--- src/rtl/inst_fetch_queue.sv ---
// In-order IF->ID instruction queue: up to FETCH_WIDTH pushed and ISSUE_WIDTH presented per cycle, one-cycle latency.
// push_ready is credit from the registered count only; a pop of any prefix of the presented window is accepted.
module inst_fetch_queue #(
  parameter int DEPTH       = 8,
  parameter int FETCH_WIDTH = 2,
  parameter int ISSUE_WIDTH = 2
) (
  input  logic                             clk,
  input  logic                             rst,
  input  logic                             flush,
  input  logic                             push_valid,
  input  logic [$clog2(FETCH_WIDTH+1)-1:0] push_count,
  input  logic [31:0]                      push_pc,
  input  logic [32*FETCH_WIDTH-1:0]        push_inst,
  output logic                             push_ready,
  input  logic [$clog2(ISSUE_WIDTH+1)-1:0] pop_count,
  output logic [ISSUE_WIDTH-1:0]           out_valid,
  output logic [32*ISSUE_WIDTH-1:0]        out_inst,
  output logic [32*ISSUE_WIDTH-1:0]        out_pc,
  output logic [$clog2(DEPTH+1)-1:0]       occupancy
);
  localparam int PW = $clog2(DEPTH);
  localparam int CW = $clog2(DEPTH+1);

  logic [31:0]   pc_q   [DEPTH];
  logic [31:0]   inst_q [DEPTH];
  logic [PW-1:0] head_q, head_d;
  logic [PW-1:0] tail_q, tail_d;
  logic [CW-1:0] count_q, count_d;
  logic [CW-1:0] push_eff, pop_eff;
  logic [CW-1:0] push_req, pop_req;
  logic          accept;

  assign push_ready = (CW'(DEPTH) - count_q) >= CW'(FETCH_WIDTH);
  assign occupancy  = count_q;

  always_comb begin
    accept   = push_valid & push_ready & ~flush;
    push_req = CW'(push_count);
    if (push_req > CW'(FETCH_WIDTH)) push_req = CW'(FETCH_WIDTH);
    push_eff = accept ? push_req : '0;
    pop_req  = CW'(pop_count);
    if (pop_req > CW'(ISSUE_WIDTH)) pop_req = CW'(ISSUE_WIDTH);
    if (pop_req > count_q) pop_req = count_q;
    pop_eff  = flush ? '0 : pop_req;
    if (flush) begin
      head_d  = '0;
      tail_d  = '0;
      count_d = '0;
    end else begin
      head_d  = head_q + PW'(pop_eff);
      tail_d  = tail_q + PW'(push_eff);
      count_d = count_q + push_eff - pop_eff;
    end
  end

  always_ff @(posedge clk or negedge rst) begin
    if (!rst) begin
      head_q  <= '0;
      tail_q  <= '0;
      count_q <= '0;
      for (int i = 0; i < DEPTH; i++) begin
        pc_q[i]   <= '0;
        inst_q[i] <= '0;
      end
    end else begin
      head_q  <= head_d;
      tail_q  <= tail_d;
      count_q <= count_d;
      // Pushes only ever land in free slots, so the presented window is untouched.
      for (int k = 0; k < FETCH_WIDTH; k++) begin
        if (CW'(k) < push_eff) begin
          pc_q[tail_q + PW'(k)]   <= push_pc + 32'(4 * k);
          inst_q[tail_q + PW'(k)] <= push_inst[32*k +: 32];
        end
      end
    end
  end

  always_comb begin
    out_valid = '0;
    out_inst  = '0;
    out_pc    = '0;
    for (int k = 0; k < ISSUE_WIDTH; k++) begin
      if (CW'(k) < count_q) begin
        out_valid[k]       = 1'b1;
        out_inst[32*k +: 32] = inst_q[head_q + PW'(k)];
        out_pc[32*k +: 32]   = pc_q[head_q + PW'(k)];
      end
    end
  end
endmodule
--- config.mk ---
export PLATFORM = sky130hd
export DESIGN_NAME = inst_fetch_queue
export DESIGN_NICKNAME = d
export VERILOG_FILES = /design/src/rtl/inst_fetch_queue.sv
export SDC_FILE = /design/constraint.sdc
export NUM_CORES = 2
export LEC_CHECK = 0
export CORE_MARGIN = 3
export CORE_UTILIZATION = 60
export CTS_BUF_LIST = sky130_fd_sc_hd__clkbuf_4 sky130_fd_sc_hd__clkbuf_8 sky130_fd_sc_hd__clkbuf_16
export CTS_CLUSTER_DIAMETER = 200
export DETAILED_ROUTE_END_ITERATION = 6
export PLACE_DENSITY = 0.85
export SYNTH_ARGS = -nofsm -noshare
export SYNTH_HDL_FRONTEND = slang
export SYNTH_SLANG_ARGS = --single-unit
export TNS_END_PERCENT = 1
--- constraint.sdc ---
create_clock -name clk -period 5.03 [get_ports clk]
set_input_delay 1.006 -clock clk [delete_from_list [all_inputs] [get_ports clk]]
set_output_delay 1.006 -clock clk [all_outputs]
set_load 0.05 [all_outputs]
==> run summary <==
H-tree levels: 2
Max_slew headroom: 0.171
Root Buffer: clkbuf_16
Bufs on Longest Clock Path: 3
Worst Setup Start Kind: register
Area of the multi-input gates: 19800 µm²
Outcome: completed
Internal Pwr Total: 12.9 mW
Area delta synth->final: 13.6%
Logic gate share of total power: 0.535
Place WS: 778 ps
Routed via count: 33200
Worst hold-check path type: input port to async pin
CTS Hold Bufs: 0
Max Clock Skew: 21.1 ps
Placeable core region: 56600 µm²
Endpoints failing setup: 0
Post-route ant nets: 0
Power Total: 24.1 mW
Hold slack final: 449 ps
EDFF count, synth: 0
GRT Overall Usage: 0.385
RSZ-0062 raised after global routing: no
CP endpoint kind: primary output
Clock Pin Slew Worst Setup and Hold Paths: 60 ps
Util after Layout: 0.692
Drc violations: 0
PD cells: 615 nW/µm²
CTS resizes: 0
Die ar.: 60400 µm²
DRT iter0 DRCs: 5348
WP data required: 4020 ps
Nets@finish: 3784
Die height: 246 µm
Dominant synthesized flop cell: dfrtp_1
Detailed Route WL: 118 mm
Fin worst setup slack: 299 ps
Std cell rows: 87
Sequence of cells on the critical path: ha_4, buf_12, mux4_2, nand2_1, a21oi_1, clkdlybuf4s50_1
Share of cells above drive strength 1: 0.152
Placed inst area: 37200 µm²
Final Hold Viols: 0
Num Clock Sinks: 522
Top-count cell post-synth: dfrtp_1
Max Fanout on Critical Path: 39
CTS tree: done
#FFs+latches synth: 522
Storage element area: 13100 µm²
Detail Placement HPWL: 70.0 mm
Crit-path max cell delay: 880 ps
Syn_area_per_cell: 9.48 µm²
I/O pins: 239
Non-filler cells, final: 4469
Clock buffer count from CTS: 58
Syn Nets: 3764
Top cells by area, synth: dfrtp_1, mux4_2, a21oi_1
LEAKAGE: 15.5 nW
Max cap viols: 0
Metal3 WL: 19.3 mm
Tmin final: 4730 ps
Fmax: 0.211 GHz
Starting Density: 0.610
Clock share of power: 0.183
Post-synth top area share: 0.379
RePlAce Congestion: 0.934
Slowest cell on the critical path: clkdlybuf4s50_1
Netlist cell types: 74
Most area-hungry cell type in the Yosys netlist: dfrtp_1
Mapped Area: 34500 µm²
Sequential area share after synthesis: 0.379
Net Sw Frac: 0.463
Post-Syn Instances: 3642
Setup Buffers After CTS: 0
Initial antenna violation count: 5
Setup TNS: 0 ps
PortBufs: 238
Met1 WL: 40.8 mm
Period utilization: 0.941
Vias in the first global route: 31800
Die width: 246 µm
Pre-antenna DRT Iters: 7
Sequential share of power: 0.283
Worst setup path class: register to primary output
Leading cell types by count after synthesis: dfrtp_1, nand2_1, nor2_1
Ys async rst share: 1.00
First-pass GRT wire length: 182 mm
Grt ovf: 0
Switch Pwr: 11.2 mW
Routed vias/inst: 7.43
FILL cells: 4056
Post-route cell area: 39200 µm²
Top layer in use: met4
Met2 wire len: 51.6 mm
Slew Viols, Final: 0
Wire per inst: 26.4 µm
Max VDD drop: 0.736 mV
Clk_lat worst skew: 650 ps
Yosys Warn Count: 0
Dpl cells: 4358
Worst Path Arrival: 3730 ps
Worst slew pin tran: 1240 ps
Largest net degree at the start of global routing: 236
[flip-flops by register name (all words and copies together) (netlist names)]
name	cells
occupancy	4
head_q	3
tail_q	3
pc_q	256
inst_q	256
[placed cells by master, fill, tap and decap left out, types with 19 or more instances in the layout]
cell type	n
dfrtp_1	518
nand2_1	457
nor2_1	399
a21oi_1	357
o21ai_0	256
mux4_2	256
clkdlybuf4s50_1	217
a31oi_1	202
mux2i_1	143
buf_4	99
o211ai_1	94
o22ai_1	64
clkbuf_16	58
nand2b_1	47
nand4_1	45
nor2b_1	42
a311oi_1	38
or3_1	38
nand3_1	28
a211oi_1	26
mux2_2	22
nor3_1	21
a22oi_1	19
buf_12	19
[final timing paths]
check / startpoint / to / slack (ps) / depth (start not counted)
max: head_q[0]$_DFF_PN0_ / out_inst[47] / 300 / 6
min in group clk: pc_q[161]$_DFF_PN0_ / pc_q[161]$_DFF_PN0_ / 530 / 1
max in group asynchronous: rst / pc_q[220]$_DFF_PN0_ / 3500 / 2
max reg2reg: occupancy[1]$_DFF_PN0_ / occupancy[3]$_DFF_PN0_ / 1070 / 12
min reg2reg: pc_q[161]$_DFF_PN0_ / pc_q[161]$_DFF_PN0_ / 530 / 1
min: rst / inst_q[7]$_DFF_PN0_ / 450 / 1
[power by group through the flow]
| stage | clock, mW | combinational [mW] | sequential (mW) |
|---|---|---|---|
| floorplan | 0 | 8.92 | 6.35 |
| global placement | 0 | 12.5 | 6.69 |
| detailed placement | 0 | 12.6 | 6.79 |
| CTS | 4.38 | 12.7 | 6.74 |
| global route | 4.56 | 13.5 | 6.95 |
| finish | 4.40 | 12.9 | 6.81 |
[critical path: cells and delay by family, from the launching register on]
kind                       cells  cell delay [ps]
and+or+nand+nor                1               50
DFF                            1              650
adders and majority gates      1              490
buffers and inverters          2             1220
AOI/OAI and AO/OA              1              330
muxes                          1              290
[layer usage]
| layer | up-vias | global-route usage |
|---|---|---|
| met5 | - | 0 |
| met1 | 15800 | 0.521 |
| met4 | 0 | 0.191 |
| met3 | 604 | 0.125 |
| li1 | 13600 | - |
| met2 | 3162 | 0.563 |
[cells by family (layout without fill, tap and decap cells)]
| family | after synthesis | after routing | synth area share |
|---|---|---|---|
| other | 0 | 7 | 0 |
| XOR/XNOR | 29 | 29 | 0.00780 |
| flip-flops | 522 | 522 | 0.379 |
| buffers and inverters | 394 | 458 | 0.0503 |
| multiplexers | 421 | 421 | 0.216 |
| AND/OR/NAND/NOR | 1144 | 1144 | 0.148 |
| adder cells (fa/ha/maj) | 18 | 18 | 0.00740 |
| AO/OA/AOI/OAI | 1114 | 1114 | 0.192 |
[area by class of cell]
cell class                 instances  area share
multi-input combinational       2726       0.506
sequential                       522       0.334
timing repair buffer             336      0.0845
clock buffer                      85      0.0444
tap                              756      0.0241
clock inverter                    19     0.00501
inverter                          18     0.00185
antenna                            7    0.000447
No activity file was read; power rests on OpenSTA's default activity.
